[src/rtl/pulse_maker_mc.sv]
// pulse_maker_mc: multi-channel falling-edge pulse generator with programmable delay/width and status
// Ports:
//   clk      - single clock, all state on posedge
//   reset    - asynchronous, active-high
//   in       - per-channel trigger inputs (falling edge)
//   dly, wid - shared delay / pulse width, captured at trigger (wid 0 acts as 1)
//   clr_ovr  - synchronous clear of all overrun flags
//   out_n    - registered active-low pulses
//   busy     - channel sequencing (not IDLE)
//   done     - one-cycle strobe when a pulse completes
//   ovr      - sticky flag, set when a trigger is ignored
// Option: define PULSE_MAKER_MC_SYNC_EN to put a 2-flop synchroniser on every in bit.
module pulse_maker_mc #(
    parameter int CHANNELS = 4,
    parameter int DLY_W    = 4,
    parameter int WID_W    = 4,
    parameter int RETRIG   = 0
) (
    input  logic                clk,
    input  logic                reset,
    input  logic [CHANNELS-1:0] in,
    input  logic [DLY_W-1:0]    dly,
    input  logic [WID_W-1:0]    wid,
    input  logic                clr_ovr,
    output logic [CHANNELS-1:0] out_n,
    output logic [CHANNELS-1:0] busy,
    output logic [CHANNELS-1:0] done,
    output logic [CHANNELS-1:0] ovr
);
    localparam int CW = (DLY_W > WID_W) ? DLY_W : WID_W;
    localparam logic [CW-1:0] ONE = CW'(1);

    typedef enum logic [1:0] {IDLE, DELAY, PULSE} state_t;

    logic [CHANNELS-1:0] w_in_s, r_in_q, w_trig;
    logic [CW-1:0]       w_dly, w_wid;

    // Sample history resets as if the line were low, so a line already low
    // when reset releases must first be seen high before it can fire.
`ifdef PULSE_MAKER_MC_SYNC_EN
    logic [CHANNELS-1:0] r_s1, r_s2;
    always_ff @(posedge clk or posedge reset) begin
        if (reset) begin
            r_s1 <= '0;
            r_s2 <= '0;
        end else begin
            r_s1 <= in;
            r_s2 <= r_s1;
        end
    end
    assign w_in_s = r_s2;
`else
    assign w_in_s = in;
`endif

    always_ff @(posedge clk or posedge reset) begin
        if (reset) r_in_q <= '0;
        else       r_in_q <= w_in_s;
    end

    assign w_trig = r_in_q & ~w_in_s;
    assign w_dly  = CW'(dly);
    assign w_wid  = (wid == '0) ? ONE : CW'(wid);

    for (genvar c = 0; c < CHANNELS; c++) begin : g_ch
        state_t        r_state, w_next;
        logic [CW-1:0] r_cnt, w_cnt, r_wid, w_wid_n;
        logic          r_out_n, r_done, r_ovr;
        logic          w_load, w_ign, w_out_n, w_done, w_ovr;

        // A trigger starts a sequence from IDLE, or restarts one when retriggering is allowed.
        assign w_load = w_trig[c] && (r_state == IDLE || RETRIG != 0);
        assign w_ign  = w_trig[c] && r_state != IDLE && RETRIG == 0;

        always_ff @(posedge clk or posedge reset) begin
            if (reset) begin
                r_state <= IDLE;
                r_cnt   <= '0;
                r_wid   <= ONE;
                r_out_n <= 1'b1;
                r_done  <= 1'b0;
                r_ovr   <= 1'b0;
            end else begin
                r_state <= w_next;
                r_cnt   <= w_cnt;
                r_wid   <= w_wid_n;
                r_out_n <= w_out_n;
                r_done  <= w_done;
                r_ovr   <= w_ovr;
            end
        end

        // Width is captured at trigger so a later change of wid cannot stretch a pending pulse.
        always_comb begin
            w_next  = r_state;
            w_cnt   = r_cnt;
            w_wid_n = r_wid;
            if (w_load) begin
                w_next  = (dly == '0) ? PULSE : DELAY;
                w_cnt   = (dly == '0) ? w_wid : w_dly;
                w_wid_n = w_wid;
            end else if (r_state == DELAY) begin
                w_next = (r_cnt == ONE) ? PULSE : DELAY;
                w_cnt  = (r_cnt == ONE) ? r_wid : r_cnt - ONE;
            end else if (r_state == PULSE) begin
                w_next = (r_cnt == ONE) ? IDLE : PULSE;
                w_cnt  = r_cnt - ONE;
            end
        end

        // A restart on the last pulse cycle suppresses done; an ignored trigger beats clr_ovr.
        always_comb begin
            w_out_n = (w_next != PULSE);
            w_done  = (r_state == PULSE) && (r_cnt == ONE) && !w_load;
            w_ovr   = w_ign || (r_ovr && !clr_ovr);
        end

        assign out_n[c] = r_out_n;
        assign busy[c]  = (r_state != IDLE);
        assign done[c]  = r_done;
        assign ovr[c]   = r_ovr;
    end
endmodule

[config.mk]
export PLATFORM = sky130hd
export DESIGN_NAME = pulse_maker_mc
export DESIGN_NICKNAME = d
export VERILOG_FILES = /design/src/rtl/pulse_maker_mc.sv
export SDC_FILE = /design/constraint.sdc
export NUM_CORES = 1
export LEC_CHECK = 0
export ABC_AREA = 1
export CAP_MARGIN = 20
export CORE_ASPECT_RATIO = 1.5
export CORE_MARGIN = 3
export CORE_UTILIZATION = 50
export DETAILED_ROUTE_END_ITERATION = 6
export HOLD_SLACK_MARGIN = 0.1
export PLACE_DENSITY = 0.71
export SYNTH_ARGS = -nofsm -noshare
export SYNTH_HDL_FRONTEND = slang
export SYNTH_SLANG_ARGS = --single-unit
[constraint.sdc]
create_clock -name clk -period 3.13 [get_ports clk]
set_clock_uncertainty 0.15 [all_clocks]
set_input_delay 0.939 -clock clk [delete_from_list [all_inputs] [get_ports clk]]
set_output_delay 0.939 -clock clk [all_outputs]
set_load 0.005 [all_outputs]
Yosys cells after proc, flatten, opt, wreduce, memory -nomap -nowiden
Cells that the tools add are included.
{"block": "word_totals", "word_cells": 129, "in_bits": 15, "output_inout_bits": 16, "ff_bits": 56}
{"block": "op_classes", "bitwise_logic": 2, "n_reduce_logical": 43, "n_eq_ne": 16, "mux": 39, "n_addsub": 4}
{"cell": "$mux W4", "count": 18}
{"cell": "$mux W2", "count": 21}
{"cell": "$logic_and A1 B1 Y1", "count": 20}
{"cell": "$eq A4 B1 Y1 const B", "count": 4}
{"cell": "$sub A4 B1 Y4 const B", "count": 4}
{"cell": "$reduce_bool A3 Y1", "count": 4}
{"cell": "$eq A2 B1 Y1 const B", "count": 4}
{"cell": "$eq A2 B2 Y1 const B", "count": 4}
{"cell": "$logic_not A2 Y1", "count": 4}
{"cell": "$logic_not A4 Y1", "count": 2}
{"cell": "$ne A2 B2 Y1 const B", "count": 4}
{"cell": "$reduce_bool A2 Y1", "count": 4}
{"cell": "$logic_not A1 Y1", "count": 5}
{"cell": "$and A4 B4 Y4", "count": 1}
{"cell": "$logic_or A1 B1 Y1", "count": 4}
{"cell": "$not A4 Y4", "count": 1}

Logic depth before layout (Yosys ltp)
{"block": "logic_depth", "word_depth": 6, "ltp_mapped": 10}

Least setup slack after synthesis
OpenSTA, ideal clock, no wires.
{"block": "synth_timing", "path_type": "input to register", "start": "input port dly[1]", "end": "register g_ch[0].r_cnt[3]", "setup_slack_ns": 1.296, "setup_time_ns": 0.065, "arrival_time_ns": 1.619, "path_buffers": 1, "stages": 10, "cell_sequence": "inv_2 > nand2_2 > nor2_2 > buf_6 > nand2_4 > nand3_1 > nand2_1 > inv_1 > nand2_1 > nand2_1"}
{"block": "synth_via", "elab_chain_len": 3}
{"item": "start, declared", "line_no": "22", "text": "input logic [DLY_W-1:0] dly,"}
{"item": "$logic_not A4 Y1", "line_no": "100", "text": "w_cnt = (dly == '0) ? w_wid : w_dly;"}
{"item": "$mux W4", "line_no": "100"}
{"item": "$mux W4", "line_no": "98", "text": "if (w_load) begin"}
{"item": "end signal, assigned", "line_no": "85", "text": "r_cnt <= w_cnt;"}
{"item": "end, declared", "line_no": "67", "text": "logic [CW-1:0] r_cnt, w_cnt, r_wid, w_wid_n;"}
Every way passes these cells.
A chain may end at the register's enable or synchronous reset.

Worst setup path in the final report
{"block": "layout_timing", "start": "register g_ch[1].r_state[0]", "end": "output port busy[1]"}
{"block": "layout_via", "elab_chain_len": 1}
{"item": "start, declared", "line_no": "66", "text": "state_t r_state, w_next;"}
{"item": "start signal, assigned", "line_no": "84", "text": "r_state <= w_next;"}
{"item": "$reduce_bool A2 Y1", "line_no": "119", "text": "assign busy[c] = (r_state != IDLE);"}
{"item": "end, declared", "line_no": "26", "text": "output logic [CHANNELS-1:0] busy,"}
Every way passes these cells.

==> flow_summary.toml <==
[status]
status = "completed"

[flow_run]
drv_cap = 0

[clock_tree]
postCtsSetupBuffers = 0
clock_sink_count = 56
htreeDepth = 2
cts_resized = 0
clk_latency_ns = 0.31
root_buffer = "clkbuf_8"
max-clock-path-buffers = 2
clkSlewWorstSetupHoldPaths_ns = 0.10
cts_inserted_buffers = 5
hold_buffers = 0
clock_tree_from_tritoncts = "done"

[finish]
n_antenna_cell = 0
post-route-util_pct = 59.46
syn2layout_area_growth_pct = 12.36
stdcell_area_um2 = 3516
final_layout_size_suffix_gt1_share_pct = 9.425
final_net_count = 457

[grt]
grt_pass1_vias = 2543
grt_util_all_layers_pct = 19.76
antenna_violations_before_repair = 0
globalRoute.busiestLayer = "met2"
grtUsageMet3_pct = 2.634
grt_use_met2_pct = 36.29
pin_count_of_the_biggest_net_entering_global_routing = 57
grt-ovfl-total = 0
grt.met1_usage_pct = 23.81
grt_pass1_wl_um = 11450

[floorplan]
floorplan.die_area_um2 = 7264
pin_count = 31
die_width_um = 70.60
core_um2 = 5913
placement_rows = 34
floorplan.die.height_um = 102.9
initial_core_util_pct = 52.92

[synthesis]
netlist_top_cells_area = "dfrtp_1, nand2_1, nand3_1"
post_synth.cell_area_avg_um2 = 7.559
yosys_warnings = 0
proportion_of_netlist_area_held_by_the_largest_area_contributor_pct = 38.38
synth-seq-area-share_pct = 45.10
syn_area_um2 = 3129
number_of_standard_cells_after_synthesis = 414
synth_cell_type_count = 25
ys_ff_latch = 56
yosys.area.top_type = "dfrtp_1"
syn-num-nets = 437

[timing]
slew_violations = 0
final_hold_viol_count = 0
endpoints_failing_setup = 0
postLayoutSetupSlackWorst_ns = 0.5587
setup_repair_after_global_routing_missed_its_margin = "no"
min_period_over_period_pct = 82.15
tns_ns = 0
worstMarginPinSlew_ns = 0.3638
worst_slew_margin_rel_pct = 75.72
max_freq_ghz = 0.3889
post-route-min-period_ns = 2.571

[route]
total_wirelength_of_the_detailed_routed_design_um = 6584
drt-pass1-iter-count = 5
drt_drc_violations_left = 0
dr_total_vias = 2630
drt_iter0_markers = 144
antenna_violating_nets_post_route = 0
route.detailed.wl_per_inst_um = 12.99
detail_route.vias_per_cell = 5.187

[worst_setup_path]
critical_path_required_ns = 2.04
end_kind = "output pin"
crit_fanout = 8
start_kind = "flip-flop"
critPathArrivalTime_ns = 1.48
critPathKind = "flip-flop to output pin"

[place]
finalWeightedCongestion = 0.8917
dp_hpwl_um = 4837
post-place-ws_ns = 0.5139
placed_cell_area_um2 = 3408
port_buffers = 30

[power_and_ir_drop]
internal_power_mw = 1.000
part_of_the_total_power_dissipated_in_combinational_logic_pct = 5.6
netSwitchingFraction_pct = 21.54
max-vdd-ir-drop_v = 0.0002949
leakage_nw = 1.830
power_frac_clock_pct = 36.8
sequentialPowerShare_pct = 57.6
net_load_switching_power_uw = 274.6
powerDensity_nw_per_um2 = 362.6

[hold_path]
worstHoldPathType = "flip-flop to flip-flop"
==> final cells by class <==
cell class,count,area (um^2)
clock buffers,6,72.57
clock inverters,2,35.03
fillers,551,2397
inverters,70,262.8
multi-input cells,269,1316
flip-flops and latches,56,1411
well taps,72,90.09
repair buffers,32,327.8
==> final timing paths <==
path,start,end,slack [ns],cells past startpoint
max reg2reg,g_ch[0].r_state[0],g_ch[0].r_cnt[1],1.45,8
min,g_ch[0].r_cnt[1],g_ch[0].r_cnt[1],0.34,2
max,g_ch[1].r_state[0],busy[1],0.56,3
max in group asynchronous,reset,g_ch[0].r_out_n,1.68,3
min in group asynchronous,reset,g_ch[2].r_state[0],0.84,3
min reg2reg,g_ch[0].r_cnt[1],g_ch[0].r_cnt[1],0.34,2
==> through the flow <==
step,power [mW],hold WS (ns),instances
2_1_floorplan,0.7826,0.2979,414
3_3_place_gp,0.8204,0.3122,499
3_5_place_dp,0.8216,0.3162,499
4_1_cts,1.291,0.3406,507
5_1_grt,1.323,0.3615,507
6_report,1.275,0.3374,507
==> worst max-delay path, stage by stage, from the launching register on <==
cell             delay, ns
dfrtp_1               0.53
nor2_4                0.07
inv_1                 0.07
clkdlybuf4s50_1       0.50
==> kinds of logic after synthesis <==
logic type      Yosys count  share of synthesized area (%)
xor+xnor                  4                          1.119
buf+inv                  89                          12.83
fa+ha+maj                 8                          3.199
compound gates           33                          5.997
simple gates            224                          31.75
flops                    56                          45.10
==> per-layer routing <==
| metal | routed length, um | share of wire, % | vias to the layer above |
|---|---|---|---|
| li1 | - | - | 1322 |
| met1 | 2843 | 43 | 1245 |
| met2 | 3419 | 52 | 54 |
| met3 | 195 | 3.0 | 9 |
| met4 | 125 | 1.9 | 0 |
| met5 | 0 | 0 | - |
==> registers in the layout, summed over array words and instances, names as in the netlist <==
signal / cells
g_ch.r_wid: 16
r_in_q: 4
g_ch.r_ovr: 4
g_ch.r_out_n: 4
g_ch.r_done: 4
g_ch.r_cnt: 16
g_ch.r_state: 8
==> cells in the final DEF (no fill, tap or decap) <==
cell and n:
ha_1 8, o221ai_2 1, o211ai_1 2, nand4_1 11
a22oi_1 1, buf_12 1, o21ai_1 1, clkinv_2 1
nor2_2 3, dfrtp_1 48, nand3_1 50, buf_4 1
bufinv_16 1, nand2_1 130, o22ai_1 4, inv_2 10
nor2_1 19, nand2_4 1, clkdlybuf4s50_1 30, xor2_1 4
nand3_2 3, clkbuf_1 1, nor2_4 2, o21ai_0 24
dfstp_2 8, inv_1 60, nand3b_1 1, nand2_2 4
clkbuf_8 5
==> cells in the mapped netlist (all sizes together) <==
cell type	instances
xor2	4
dfstp	8
inv	70
dfrtp	48
o221ai	1
nand2	135
o22ai	4
nand4	11
ha	8
o21ai	25
nor2	24
nand3	53
a22oi	1
buf	19
nand3b	1
o211ai	2
==> power groups by stage <==
stage / clock network [mW] / registers (mW) / logic (mW)
after floorplan: 0 / 0.747 / 0.0352
after global placement: 0 / 0.748 / 0.0726
after detailed placement: 0 / 0.748 / 0.0734
after CTS: 0.483 / 0.734 / 0.0737
after global routing: 0.508 / 0.736 / 0.0796
final: 0.469 / 0.734 / 0.0716
No activity file was read; power rests on OpenSTA's default activity.
